$ cat src/rtl/mem_dm_access.sv
// MEM-stage data-memory access unit: one req/ack bus transaction per load/store, stalls until done.
// Optional misaligned-access trap selected by defining MISALIGN_TRAP_EN.
module mem_dm_access #(
    parameter int ADDR_W = 32
) (
    input  logic              clk,
    input  logic              reset,
    input  logic              MEM_MemRead,
    input  logic              MEM_MemWrite,
    input  logic [2:0]        MEM_funct3,
    input  logic [ADDR_W-1:0] MEM_addr,
    input  logic [31:0]       MEM_store_data,
    input  logic              im_stall,
    input  logic              CSR_stall,
    input  logic              CSR_reset,
    output logic              dm_req,
    output logic              dm_we,
    output logic [ADDR_W-1:0] dm_addr,
    output logic [3:0]        dm_wstrb,
    output logic [31:0]       dm_wdata,
    input  logic              dm_ack,
    input  logic [31:0]       dm_rdata,
    output logic [31:0]       MEM_data_memory,
    output logic              dm_stall,
    output logic              misalign
);

    typedef enum logic [1:0] {
        IDLE,
        REQ,
        DONE,
        DRAIN
    } state_t;

    state_t state, state_nx;

    logic        access;
    logic        is_write;
    logic        start;
    logic        mis_c;
    logic [3:0]  strb_c;
    logic [31:0] wdata_c;

    assign access   = MEM_MemRead | MEM_MemWrite;
    assign is_write = ~MEM_MemRead & MEM_MemWrite;
    assign start    = (state == IDLE) & access & ~CSR_reset;

    always_comb begin
        strb_c  = 4'b1111;
        wdata_c = MEM_store_data;
        case (MEM_funct3[1:0])
            2'b00: begin
                strb_c  = 4'b0001 << MEM_addr[1:0];
                wdata_c = {4{MEM_store_data[7:0]}};
            end
            2'b01: begin
                strb_c  = 4'b0011 << {MEM_addr[1], 1'b0};
                wdata_c = {2{MEM_store_data[15:0]}};
            end
            default: begin
                strb_c  = 4'b1111;
                wdata_c = MEM_store_data;
            end
        endcase
    end

`ifdef MISALIGN_TRAP_EN
    always_comb begin
        mis_c = 1'b0;
        case (MEM_funct3[1:0])
            2'b00:   mis_c = 1'b0;
            2'b01:   mis_c = MEM_addr[0];
            default: mis_c = |MEM_addr[1:0];
        endcase
    end
`else
    assign mis_c    = 1'b0;
    assign misalign = 1'b0;
`endif

    always_comb begin
        state_nx = state;
        case (state)
            IDLE:  if (start) state_nx = mis_c ? DONE : REQ;
            REQ: begin
                if (dm_ack)         state_nx = CSR_reset ? IDLE : DONE;
                else if (CSR_reset) state_nx = DRAIN;
            end
            // A request in flight must still see its ack before the bus goes quiet
            DRAIN: if (dm_ack) state_nx = IDLE;
            DONE:  if (CSR_reset | ~(im_stall | CSR_stall)) state_nx = IDLE;
            default: state_nx = IDLE;
        endcase
    end

    assign dm_req   = (state == REQ) | (state == DRAIN);
    assign dm_stall = reset & (start | (state == REQ) | (state == DRAIN));

    always_ff @(posedge clk or negedge reset) begin
        if (!reset) begin
            state           <= IDLE;
            dm_we           <= 1'b0;
            dm_addr         <= '0;
            dm_wstrb        <= '0;
            dm_wdata        <= '0;
            MEM_data_memory <= '0;
        end else begin
            state <= state_nx;
            if (start & ~mis_c) begin
                dm_addr  <= {MEM_addr[ADDR_W-1:2], 2'b00};
                dm_we    <= is_write;
                dm_wstrb <= is_write ? strb_c : 4'b0000;
                dm_wdata <= wdata_c;
            end
            if ((state == REQ) & dm_ack & ~CSR_reset & ~dm_we)
                MEM_data_memory <= dm_rdata;
        end
    end

`ifdef MISALIGN_TRAP_EN
    always_ff @(posedge clk or negedge reset) begin
        if (!reset) misalign <= 1'b0;
        else        misalign <= start & mis_c;
    end
`endif

endmodule

$ cat config.mk
export PLATFORM = sky130hd
export DESIGN_NAME = mem_dm_access
export DESIGN_NICKNAME = d
export VERILOG_FILES = /design/src/rtl/mem_dm_access.sv
export SDC_FILE = /design/constraint.sdc
export NUM_CORES = 1
export LEC_CHECK = 0
export ABC_AREA = 1
export BUFFER_PORTS_ARGS = -buffer_cell sky130_fd_sc_hd__buf_2
export CAP_MARGIN = 15
export CORE_MARGIN = 2
export CORE_UTILIZATION = 50
export CTS_BUF_LIST = sky130_fd_sc_hd__clkbuf_16
export CTS_CLUSTER_DIAMETER = 200
export CTS_CLUSTER_SIZE = 8
export DETAILED_ROUTE_END_ITERATION = 12
export PLACE_DENSITY_LB_ADDON = 0.15
export SYNTH_ARGS = -nofsm -noshare
export SYNTH_HDL_FRONTEND = slang
export SYNTH_SLANG_ARGS = --single-unit
$ cat constraint.sdc
create_clock -name clk -period 1.9 [get_ports clk]
set_input_delay 0.38 -clock clk [delete_from_list [all_inputs] [get_ports clk]]
set_output_delay 0.38 -clock clk [all_outputs]
set_load 0.02 [all_outputs]
; Yosys cells after proc, flatten, opt, wreduce, memory -nomap -nowiden
; Cells that the tools add are included.
; Widths: inputs -> output; s select.
[word_totals]
regBits = 101
word_cells = 46
[op_classes]
eq_ne = 8
shifts = 2
muxes = 10
bitwise_logic = 17
reduce_logical = 3
[ops]
columns = op, count
row1 = $pmux 32 s2, 1
row2 = $mux 2, 6
row3 = $pmux 2 s4, 1
row4 = $pmux 4 s2, 1
row5 = $and 1x1->1, 7
row6 = $ne 2x2->1 const B, 3
row7 = $or 1x1->1, 6
row8 = $eq 2x1->1 const B, 2
row9 = $eq 2x2->1 const B, 2
row10 = $logic_not 2->1, 2
row11 = $mux 4, 1
row12 = $not 1->1, 4
row13 = $reduce_and 4->1, 1
row14 = $shl 1x2->4 const A, 1
row15 = $shl 2x2->4 const A, 1
row16 = $ne 3x3->1 const B, 1

; Logic depth before layout (Yosys ltp)
[logic_depth]
ltp_word = 6
ltp_mapped = 9
depth_no_buf = 6

; Least setup slack after synthesis
; OpenSTA, ideal clock, no wires.
[synth_timing]
path_kind = register -> output
from = register state[0]
to = output dm_stall
arrival_time_ps = 1081
t_required_ps = 1520
slack_ps = 439
path_stages_with_launch = 7
path_cell_list = dfrtp_1 > buf_6 > nor2_4 > nand2_2 > nor2_4 > buf_4 > o21a_1
[synth_between]
elab_chain_len = 6
word_cells_on_any_way = 8
[synth_lines]
columns = element, line_no
row1 = "start, declared", 35  ; state_t state, state_nx;
row2 = "start signal, assigned", 108  ; state <= state_nx;
row3 = $logic_not 2->1, 46  ; assign start = (state == IDLE) & access & ~CSR_reset;
row4 = $and 1x1->1 (2 in series), 46
row5 = $or 1x1->1, 97  ; assign dm_stall = reset & (start | (state == REQ) | (state == DRAIN));
row6 = $or 1x1->1 (*), 97
row7 = $and 1x1->1 (*), 97
row8 = "end, declared", 24  ; output logic dm_stall,
; Every way passes the cells marked *; elsewhere a longest branch is shown, timed or not.

; Final worst setup path
; Ends and elaborated chain as after synthesis.

==> flow_summary.ini <==
[worst_setup_path]
cp_max_fo = 8
cp.required_ns = 1.52
cp.arrival_ns = 1.40
critPathLaunchType = flop
end_kind = primary output
path_class = reg2out

[floorplanning]
die_area_mm2 = 0.00954
core_mm2 = 0.00864
fp.dieW_um = 97.7
fp-row-count = 34
boundaryPins = 211
chipHeight_um = 97.7
initial_core_util = 0.508

[power]
leakagePower_nw = 3.50
p_per_area_mw_per_mm2 = 1650
ir_drop_uv = 758

[finish]
drive_above_1_share = 0.317
area_growth_pct = 31.0
fill_cells = 771
utilization = 0.666
diodes = 0
nets = 839

[clocking]
path_clk_slew_ns = 0.07
cts_tree = done
cts_sinks = 101
clk_latency_ns = 0.33
cts_buffer_depth = 2
cts_setup_buffers = 0
h-tree-depth = 3
root_buffer = clkbuf_16
cts_resized = 0
numCtsBuffers = 9
ctsHoldBuffers = 0

[synth]
synth.avg_cell_area_um2 = 8.19
synth_top_area_frac = 0.576
yosysTopAreaCell = dfrtp_1
synth-seq-cells = 101
netlist_area_mm2 = 0.00439
synth-edff-count = 0
ys.flop_type = dfrtp_1
synth_area_leaders = dfrtp_1 (58%), nand2_1 (23%), inv_1 (4.4%), o21ai_1 (3.6%), o21ai_0 (3.4%)
async_flop_share = 1.00
synth.yosys.seq_area_share = 0.576
yosys_warnings = 0
yosysMostFrequentCell = nand2_1
yosysUniqueCellTypes = 21
synth_top_cells_by_count = nand2_1 (264), dfrtp_1 (101), inv_1 (51)
synth_cells = 536

[timing]
worst_clock_skew_ns = 0.00783
fin_setup_tns_ns = 0
timing_hold_violations_final = 0
timing.fmax_ghz = 0.562
slew_headroom = 0.618
rsz0062_at_grt = false
maxSlewViolCount = 0
tightest_slew_ns = 0.571
post-route-min-period_ns = 1.78
finalCritPeriodShare = 0.936
setup_viol = 0

[grt]
grt_max_degree = 102
grt_usage = 0.248
grt_pass1_wl_um = 19100
overflow = 0
antenna_found_initial = 0
grt_pass1_vias = 3970

[placement]
routabilityCongestion = 0.934
port_buffers = 206
place_hpwl_um = 8330

[detailed_routing]
wl_per_cell_um = 13.3
first_pass_iters = 4
drt_iter0_drc = 156
drt-total-wl_um = 11300
drc = 0
vias = 4028
ant_nets = 0
vias_per_cell = 4.78

[hold_path]
hold_path_class = in2async

[run]
maxCapViolCount = 0

[outcome]
status = complete, no violations
-- final timing paths --
path	startpoint	endpoint	slack [ns]	cells past startpoint
setup / recovery	state[0]	dm_stall	0.12	5
hold reg to reg	dm_wdata[8]	dm_wdata[8]	0.46	2
setup reg to reg	state[0]	dm_wdata[18]	0.47	6
hold / removal	reset	state[1]	0.13	2
max in group asynchronous	reset	dm_wdata[17]	1.37	2
min in group clk	MEM_addr[19]	dm_addr[19]	0.24	3
-- where the power goes --
group / switching (W) / leakage, nW / internal (W)
registers: 0.000516 / 1.27 / 0.00313
logic: 0.00264 / 2.08 / 0.00130
clock network: 0.000755 / 0.149 / 0.00114
total: 0.00391 / 3.50 / 0.00557
-- cell type report --
class	count	area (um^2)	share of cell area
flip-flops and latches	101	2530	0.440
multi-input cells	355	1460	0.255
repair buffers	213	1120	0.195
clock buffers	9	225	0.0392
inverters	52	195	0.0339
well taps	108	135	0.0235
clock inverters	5	77.6	0.0135
-- metal layers --
layer  GRT usage  vias to the layer above  share of wire
met5           0                        -              0
met4      0.0876                        0          0.025
met3      0.0590                       21          0.069
met2       0.411                      166           0.48
met1       0.321                     1824           0.42
li1            -                     2017              -
-- flip-flops by register name (all words and copies together) (netlist names) --
register,cells
MEM_data_memory,32
dm_addr,30
dm_wdata,32
dm_we,1
dm_wstrb,4
state,2
-- cell usage in the layout (no fill, tap or decap) --
master     count
a21o_1         1
buf_12         3
buf_2        205
buf_4          5
bufinv_16      2
clkbuf_16      9
clkinv_1       1
clkinv_2       1
clkinv_4       1
conb_1         3
dfrtp_1      100
dfrtp_2        1
inv_1         51
inv_2          1
nand2_1      264
nand2_2        1
nand3_1       10
nand3_2        1
nand4_1        1
nor2_1         7
nor2_4         2
nor3_1         1
nor3_2         1
o21a_1         1
o21ai_0       30
o21ai_1       32
-- stage by stage --
stage               area [um^2]  setup slack [ns]  total power [W]  instances  hold WS (ns)
floorplan                  4400             0.439          0.00620        538        0.0844
global placement           5450             0.422          0.00752        829         0.449
detailed placement         5450             0.353          0.00766        829         0.453
CTS                        5750            0.0580          0.00957        843         0.162
global route               5750            0.0376           0.0101        843         0.176
finish                     5750             0.122          0.00948        843         0.132
-- worst max-delay path, cell delays in order, from the launching register on --
cell	delay (ns)
dfrtp_2	0.47
nor2_4	0.12
nand2_2	0.08
nor2_4	0.13
o21a_1	0.12
buf_2	0.15
-- cells by family (layout without fill, tap and decap cells) --
family | after synthesis | after routing | share of synthesized area
buffers and inverters | 82 | 279 | 0.0924
AOI/OAI and AO/OA | 64 | 64 | 0.0741
and+or+nand+nor | 288 | 288 | 0.257
DFF | 101 | 101 | 0.576
other | 1 | 3 | 0.000854
No activity file was read; power rests on OpenSTA's default activity.
